<file path="src/rtl/shift_seq_ctrl_pkg.sv">
// Shared types, widths and the immediate sign-extension helper for the shift sequencer.
package shift_pkg;

  localparam int DATA_W  = 16;
  localparam int IMM_W   = 8;
  localparam int SHAMT_W = 4;

  typedef enum logic [1:0] {
    IDLE  = 2'd0,
    LOAD  = 2'd1,
    SHIFT = 2'd2,
    DONE  = 2'd3
  } shift_state_t;

  function automatic logic [DATA_W-1:0] sext_imm(input logic [IMM_W-1:0] imm);
    return {{(DATA_W-IMM_W){imm[IMM_W-1]}}, imm};
  endfunction

endpackage

</file>
<file path="src/rtl/shift_seq_ctrl_shr1_step.sv">
// Single reusable 1-bit right-shift cell; the caller supplies the bit shifted into the MSB.
module shr1_step
  import shift_pkg::*;
(
  input  logic [DATA_W-1:0] in,
  input  logic              fill,
  output logic [DATA_W-1:0] out
);

  assign out = {fill, in[DATA_W-1:1]};

endmodule

</file>
<file path="src/rtl/shift_seq_ctrl.sv">
// Multicycle right-shift sequencer: one shr1_step reused shamt times per request.
// Optional SHIFT_ARITH_EN adds the arith port and sign-fill; without it shifts are logical only.
//
// Handshake: start is a request that is taken only when the FSM sits in IDLE (no queueing);
// busy stays high from the cycle after acceptance through the DONE cycle, and done pulses for
// exactly one cycle with result valid in that cycle. result shows work-in-progress while busy.
module shift_seq_ctrl
  import shift_pkg::*;
(
  input  logic               clk,
  input  logic               rst_n,
  input  logic               start,
  input  logic [DATA_W-1:0]  data_in,
  input  logic               imm8_sel,
  input  logic [SHAMT_W-1:0] shamt,
`ifdef SHIFT_ARITH_EN
  input  logic               arith,
`endif
  output logic               busy,
  output logic               done,
  output logic [DATA_W-1:0]  result,
  output shift_state_t       state_dbg
);

  shift_state_t       state;
  logic [DATA_W-1:0]  op_q;
  logic [SHAMT_W-1:0] shamt_q;
  logic [SHAMT_W-1:0] cnt;
  logic [DATA_W-1:0]  sreg;
  logic [DATA_W-1:0]  step_out;
  logic               fill;

`ifdef SHIFT_ARITH_EN
  logic arith_q;

  always_ff @(posedge clk or negedge rst_n) begin
    if (!rst_n) begin
      arith_q <= 1'b0;
    end else if (state == IDLE && start) begin
      arith_q <= arith;
    end
  end

  assign fill = arith_q & sreg[DATA_W-1];
`else
  assign fill = 1'b0;
`endif

  shr1_step u_step (
    .in   (sreg),
    .fill (fill),
    .out  (step_out)
  );

  always_ff @(posedge clk or negedge rst_n) begin
    if (!rst_n) begin
      state   <= IDLE;
      busy    <= 1'b0;
      done    <= 1'b0;
      sreg    <= '0;
      cnt     <= '0;
      op_q    <= '0;
      shamt_q <= '0;
    end else begin
      done <= 1'b0;
      case (state)
        IDLE: begin
          if (start) begin
            op_q    <= imm8_sel ? sext_imm(data_in[IMM_W-1:0]) : data_in;
            shamt_q <= shamt;
            busy    <= 1'b1;
            state   <= LOAD;
          end
        end
        LOAD: begin
          sreg <= op_q;
          cnt  <= shamt_q;
          if (shamt_q == '0) begin
            state <= DONE;
            done  <= 1'b1;
          end else begin
            state <= SHIFT;
          end
        end
        SHIFT: begin
          sreg <= step_out;
          cnt  <= cnt - SHAMT_W'(1);
          // cnt==1 means this edge applies the final step
          if (cnt == SHAMT_W'(1)) begin
            state <= DONE;
            done  <= 1'b1;
          end
        end
        DONE: begin
          busy  <= 1'b0;
          state <= IDLE;
        end
        default: begin
          busy  <= 1'b0;
          state <= IDLE;
        end
      endcase
    end
  end

  assign result    = sreg;
  assign state_dbg = state;

endmodule

</file>
<file path="config.mk">
export PLATFORM = sky130hd
export DESIGN_NAME = shift_seq_ctrl
export DESIGN_NICKNAME = d
export VERILOG_FILES = /design/src/rtl/shift_seq_ctrl_pkg.sv /design/src/rtl/shift_seq_ctrl_shr1_step.sv /design/src/rtl/shift_seq_ctrl.sv
export SDC_FILE = /design/constraint.sdc
export NUM_CORES = 1
export LEC_CHECK = 0
export BUFFER_PORTS_ARGS = -buffer_cell sky130_fd_sc_hd__buf_2
export CAP_MARGIN = 20
export CELL_PAD_IN_SITES_DETAIL_PLACEMENT = 0
export CELL_PAD_IN_SITES_GLOBAL_PLACEMENT = 2
export CORE_MARGIN = 10
export CORE_UTILIZATION = 30
export DETAILED_ROUTE_END_ITERATION = 10
export GPL_ROUTABILITY_DRIVEN = 0
export PLACE_DENSITY_LB_ADDON = 0.1
export SLEW_MARGIN = 5
export SYNTH_ARGS = -nofsm -noshare
export SYNTH_HDL_FRONTEND = slang
export SYNTH_SLANG_ARGS = --single-unit
</file>
<file path="constraint.sdc">
create_clock -name clk -period 1.5 [get_ports clk]
set_input_delay 0.3 -clock clk [delete_from_list [all_inputs] [get_ports clk]]
set_output_delay 0.3 -clock clk [all_outputs]
set_load 0.03 [all_outputs]
</file>
==> results.md, run 1 <==
* N_diodes at 0
* Number of port buffers at 43
* Hold Path End: op_q[6]
* Clk pin slew, worst setup/hold paths at 0.08 ns
* Placed cells at 304
* Netlist Area Pre-Place at 0.00201 mm^2
* Critical path type: flip-flop to flip-flop
* Sequential-to-total area share from yosys stat at 54.8%
* Final worst slack at -0.0148 ns
* Ys flop type: dfrtp_1
* Yosys top cell by area: dfrtp_1
* PwrDens at 2560 mW/mm^2
* Rows at 29
* Post-synth ARST share at 100%
* Routed WL at approximately 4.7 mm
* CTS root buf: clkbuf_8
* Final antenna-violating net count at 0
* Vias at 1465
* Worst Hold Path Cells at 2
* Failing checks: setup timing
* FMAX at roughly 0.66 GHz
* RR Startpoint: cnt[1]
* CP Capture Type: flip-flop
* Most frequent cells after synthesis: dfrtp_1 (44), a21oi_1 (28), nor2_1 (16), mux2i_1 (15), mux2_2 (13)
* Largest net degree at the start of global routing at 45
* Required time worst endpoint at 1.68 ns
* Final Hold Viols at 0
* Cell variety after synth at 30
* Initial Util at 31.3%
* Full die area at slightly above 0.01 mm^2
* Final setup fails at 1
* Share of layout cells above drive strength 1 at a little under two fifths
* Finished Layout Cells at roughly 310
* Skew-Pair Late Insertion Delay at between 0.2 and 0.3 ns
* Post-synth top area share at 54.8%
* Post-synth net total at 215
* Post-place setup slack at -0.0290 ns
* WHS at 0.238 ns
* Worst setup path start: cnt[1]
* Setup Skew at about 0.0062 ns
* Hold Crit Class: input pin to flip-flop
* R2R depth at 5
* #FFs+latches synth at 44
* Total overflow reported by the global router at 0
* CTS tree: done
* P_leak at 1.17 nW
* # clock sinks at 44
* Actual slew at the worst max-slew pin at 0.485 ns
* H-tree levels at 2
* Final max-slew violation count at 0
* Hpwl dp at 3.47 mm
* Worst reg2reg endpoint: state_dbg[1]
* Vias in the first global route at 1620
* Post-synth EDFFs at 0
* Num ports at 44
* Most common cell in the netlist: dfrtp_1
* CTS buffer count at 5
* Global-route wire length before repair at 7.98 mm
* Tcrit/Tclk final at 101%
* Fin nets at around 270
* Flop-to-flop setup slack at -0.01 ns
* Syn Inst Count at 184
* Syn avg cell area at 10.9 um^2
* Status: finished, violations left
* Max Cap Violations at 0
* Die Y-Extent at 102 um
* Die W at between 100 and 150 um
* Total design power at 6.61 mW
* Initial DRC Count at 33
* Vias/cell at ~4.7
* Startpoint Class: flip-flop
* Top area cells in the synthesized netlist: dfrtp_1 (55%), mux2i_1 (7.5%), mux2_2 (7.3%)
* Core ar. at 0.00642 mm^2
* Residual DRC at 0
* Final setup TNS at -0.0148 ns
* Rel. slew slack at 67.4%
* HP Start: data_in[6]
* Worst vdd ir at 772 uV
* Max FO, Critical Path at 2
* Initial antenna violation count at 0
* Clock Tree Buf Depth at 2
* Syn. warnings at 0
* RSZ-0062 raised after global routing: yes
* DR pass1 iterations at 4
* Post-route minimum period at 1.51 ns
* WL/cell at 15.0 um
* Area Growth Syn to Fin at 28.3%
* GRT Resource Usage Total at about a tenth
* CP arrival at ~1.7 ns
## metrics by stage
| step | utilization (%) | instance area, um^2 |
|---|---|---|
| after floorplan | - | 2070 |
| after global placement | 38.0 | 2440 |
| after detailed placement | 38.0 | 2440 |
| after CTS | 39.9 | 2560 |
| after global routing | 40.2 | 2580 |
| final | 40.2 | 2580 |
## final cells by class
| cell class | instances | area, um^2 |
|---|---|---|
| clock buffers | 7 | 96.3 |
| fillers | 636 | 3840 |
| inverters | 6 | 25.0 |
| multi-input cells | 123 | 905 |
| flip-flops and latches | 44 | 1100 |
| well taps | 77 | 96.3 |
| repair buffers | 56 | 353 |
## power breakdown
part / total [mW] / internal, mW / switching (mW)
sequential: 2.25 / 1.82 / 0.432
combinational: 3.57 / 1.60 / 1.97
clock: 0.795 / 0.410 / 0.385
## worst max path at each step
stage                    to
2_1_floorplan  state_dbg[1]
5_1_grt        state_dbg[1]
6_report       state_dbg[1]
3_5_place_dp   state_dbg[1]
3_3_place_gp   state_dbg[1]
4_1_cts        state_dbg[1]
## worst max-delay path, stage by stage (launching register included)
cell,delay (ns)
dfrtp_1,0.38
inv_2,0.07
ha_4,0.12
or3b_4,0.39
a21oi_4,0.15
mux2_4,0.30
## cell families (layout without fill, tap and decap cells)
logic type               Yosys count  count (layout)  share of synthesized area (%)
flip-flops                        44              44                           54.8
buffers and inverters             17              69                           3.55
multiplexers                      28              28                           14.8
AO/OA/AOI/OAI                     48              48                           13.0
adder cells (fa/ha/maj)            7               7                           4.36
AND/OR/NAND/NOR                   40              40                           9.53
## sequential cells by signal, summed over array words and instances, names as in the netlist
name and flops:
op_q 16, result 16, cnt 4, shamt_q 4, state_dbg 2, busy 1
done 1
## cell usage in the layout (no fill, tap or decap), drive strengths merged, types with 6 or more instances in the layout
cell	count
a21oi	28
buf	55
clkbuf	7
dfrtp	44
ha	7
inv	6
mux2	13
mux2i	15
nand2	12
nor2	16
o21ai	12
## routing by layer
layer / part of all wire [%] / GRT usage (%) / up-vias
met5: 0 / 0 / -
met3: 6.7 / 3.58 / 6
met4: 1.3 / 3.25 / 0
met1: 44 / 11.2 / 687
met2: 48 / 16.3 / 33
li1: - / - / 739
## what timing repair did
item | CTS | global route
hold endpoints to repair | 44 | 0
resized for setup | 2 | 2
setup endpoints to repair | 11 | 13
pin swaps | 2 | 0
setup buffers | 1 | 0
hold buffers | 1 | 0
(Power assumes the default switching activity.)
==> inputs of run 2 (changes only) <==
CORE_UTILIZATION = 32   (was 30)
CTS_BUF_LIST = sky130_fd_sc_hd__clkbuf_2   (was not set)
==> run 2 against run 1 <==
  * The run still ends with setup timing left
  * Clock power is 38% lower
  * First-iteration DRC count is 33% higher
  * Sequential power hardly changed
  * Hold slack got worse by 0.13 ns
  * Count of clock-buffer cells in the layout decreased by 1
  * Utilization grew 1.7 points
  * Critical path type unchanged
  * Non-clock buffer count shrank 2
==> results.md, run 2 (synthesis results as in run 1) <==
* Largest net degree at the start of global routing at 27 (-40%)
* Post-route minimum period at 1.57 ns (+0.0554 ns)
* Max stage delay on crit path at 0.43 ns (+0.04 ns)
* Vias at 1511 (+3.1%)
* Final max-slew violation count at 0 (unchanged)
* Delay-heaviest family, CP: flip-flops
* Clock Tree Buf Depth at 2 (unchanged)
* Final antenna-violating net count at 0 (unchanged)
* N_diodes at 0 (unchanged)
* WHS at 0.107 ns (-0.131 ns)
* P_leak at 1.15 nW (-2.0%)
* Util after Layout at 41.8% (+1.7 points)
* Final Hold Viols at 0 (unchanged)
* Tcrit/Tclk final at 105% (+3.7 points)
* Share of layout cells above drive strength 1 at 36.6% (-1.1 points)
* Rel. slew slack at 68.7% (+1.3 points)
* Crit-path cells: inv_2 -> ha_4 -> or3b_4 -> a21oi_4 -> mux2_4
* Die Y-Extent at 99.2 um (-2.5%)
* Vias/cell at 4.87 (+4.1%)
* Residual DRC at 0 (unchanged)
* Global-route wire length before repair at 7.87 mm (-1.4%)
* WL/cell at 15.6 um (+3.7%)
* Post-place setup slack at -0.0378 ns (-0.00884 ns)
* Final worst slack at -0.0701 ns (-0.0554 ns)
* Total overflow reported by the global router at 0 (unchanged)
* Rows at 28 (-3.4%)
* Initial DRC Count at 44 (+33%)
* H-tree levels at 2 (unchanged)
* CP bufs+invs at 1 (unchanged)
* Num ports at 44 (unchanged)
* # fillers at 617 (-3.0%)
* Routed WL at 4.82 mm (+2.7%)
* Critical path type: flip-flop to flip-flop
* CP arrival at 1.90 ns (+0.20 ns)
* Final setup TNS at -0.128 ns (-0.113 ns)
* Fin nets at 265 (-0.75%)
* Core ar. at 0.00603 mm^2 (-6.2%)
* Initial antenna violation count at 0 (unchanged)
* CTS tree: done
* Failing checks: setup timing
* Startpoint Class: flip-flop
* Die W at 99.2 um (-2.5%)
* Max FO, Critical Path at 2 (unchanged)
* RSZ-0062 raised after global routing: yes
* Status: finished, violations left
* Initial Util at 33.3% (+2.1 points)
* Skew-Pair Late Insertion Delay at 0.40 ns (+0.11 ns)
* Commonest non-fill, non-tap cell in the layout: buf_2
* Worst vdd ir at 1230 uV (+59%)
* Actual slew at the worst max-slew pin at 0.469 ns (-0.0154 ns)
* Final setup fails at 5 (+4)
* Number of port buffers at 43 (unchanged)
* GRT Resource Usage Total at 9.73% (+0.050 points)
* Hpwl dp at 3.44 mm (-0.84%)
* Clk pin slew, worst setup/hold paths at 0.22 ns (+0.14 ns)
* Full die area at 0.00985 mm^2 (-5.0%)
* Most frequent cells in the layout: buf_2 (43), dfrtp_1 (42), a21oi_1 (27)
* Setup Skew at 0.0193 ns (+0.0130 ns)
* FF/Latch Area at 0.00110 mm^2 (unchanged)
* Area of the multi-input gates at 890 um^2 (-1.7%)
* Critical Path Slowest Stage Cell: dfrtp_1
* # clock sinks at 44 (unchanged)
* FMAX at 0.637 GHz (-3.5%)
* Required time worst endpoint at 1.83 ns (+0.15 ns)
* Vias in the first global route at 1610 (-0.62%)
* CP Capture Type: flip-flop
* CTS root buf: clkbuf_2
* PwrDens at 2520 mW/mm^2 (-1.9%)
* Hold Crit Class: input pin to flip-flop
* DR pass1 iterations at 4 (unchanged)
* Max Cap Violations at 0 (unchanged)
* Area Growth Syn to Fin at 25.5%
* CTS buffer count at 5 (unchanged)
[run 2: through the flow]
step	cells	total power, mW	area (um^2)
2_1_floorplan	184	4.66	2070
5_1_grt	310	6.92	2520
4_1_cts	307	6.34	2480
3_5_place_dp	297	5.79	2410
6_report	310	6.34	2520
3_3_place_gp	297	5.65	2410
[run 2: final timing paths]
| check | depth (start not counted) | to | start | slack [ns] |
|---|---|---|---|---|
| worst max-delay path | 5 | state_dbg[1] | cnt[1] | -0.07 |
| worst min-delay path | 2 | shamt_q[3] | shamt[3] | 0.11 |
| worst max register to register | 5 | state_dbg[1] | cnt[1] | -0.07 |
| worst min register to register | 2 | op_q[8] | op_q[8] | 0.51 |
| max in group asynchronous | 3 | result[7] | rst_n | 0.65 |
| min in group asynchronous | 2 | state_dbg[1] | rst_n | 0.34 |
[run 2: area by class of cell]
type / count / share of cell area, %
clock buffers: 6 / 1.19
repair buffers: 54 / 14.6
flip-flops and latches: 44 / 43.8
clock inverters: 2 / 0.447
well taps: 75 / 3.72
multi-input cells: 123 / 35.3
inverters: 6 / 0.993
[run 2: metal layers]
metal	part of all wire (%)	vias up	track usage (%)	routed length (um)
met5	0	-	0	0
li1	-	741	-	-
met2	51	35	17.2	2450
met4	0.71	0	3.31	34
met1	42	731	10.2	2040
met3	6.2	4	3.94	300
[run 2: what timing repair did]
action / 4_1_cts / 5_1_grt
endpoints found under the hold margin: 18 / 0
buffers inserted: 1 / 2
endpoints found under the setup margin: 6 / 18
gates resized for setup: 2 / 0
hold buffers: 1 / 0
pin swaps: 2 / 1
gates cloned: 0 / 1
[run 2: power breakdown]
part / switching, mW / total [mW] / internal, mW
registers: 0.428 / 2.23 / 1.81
logic: 1.98 / 3.62 / 1.63
clock network: 0.376 / 0.492 / 0.116
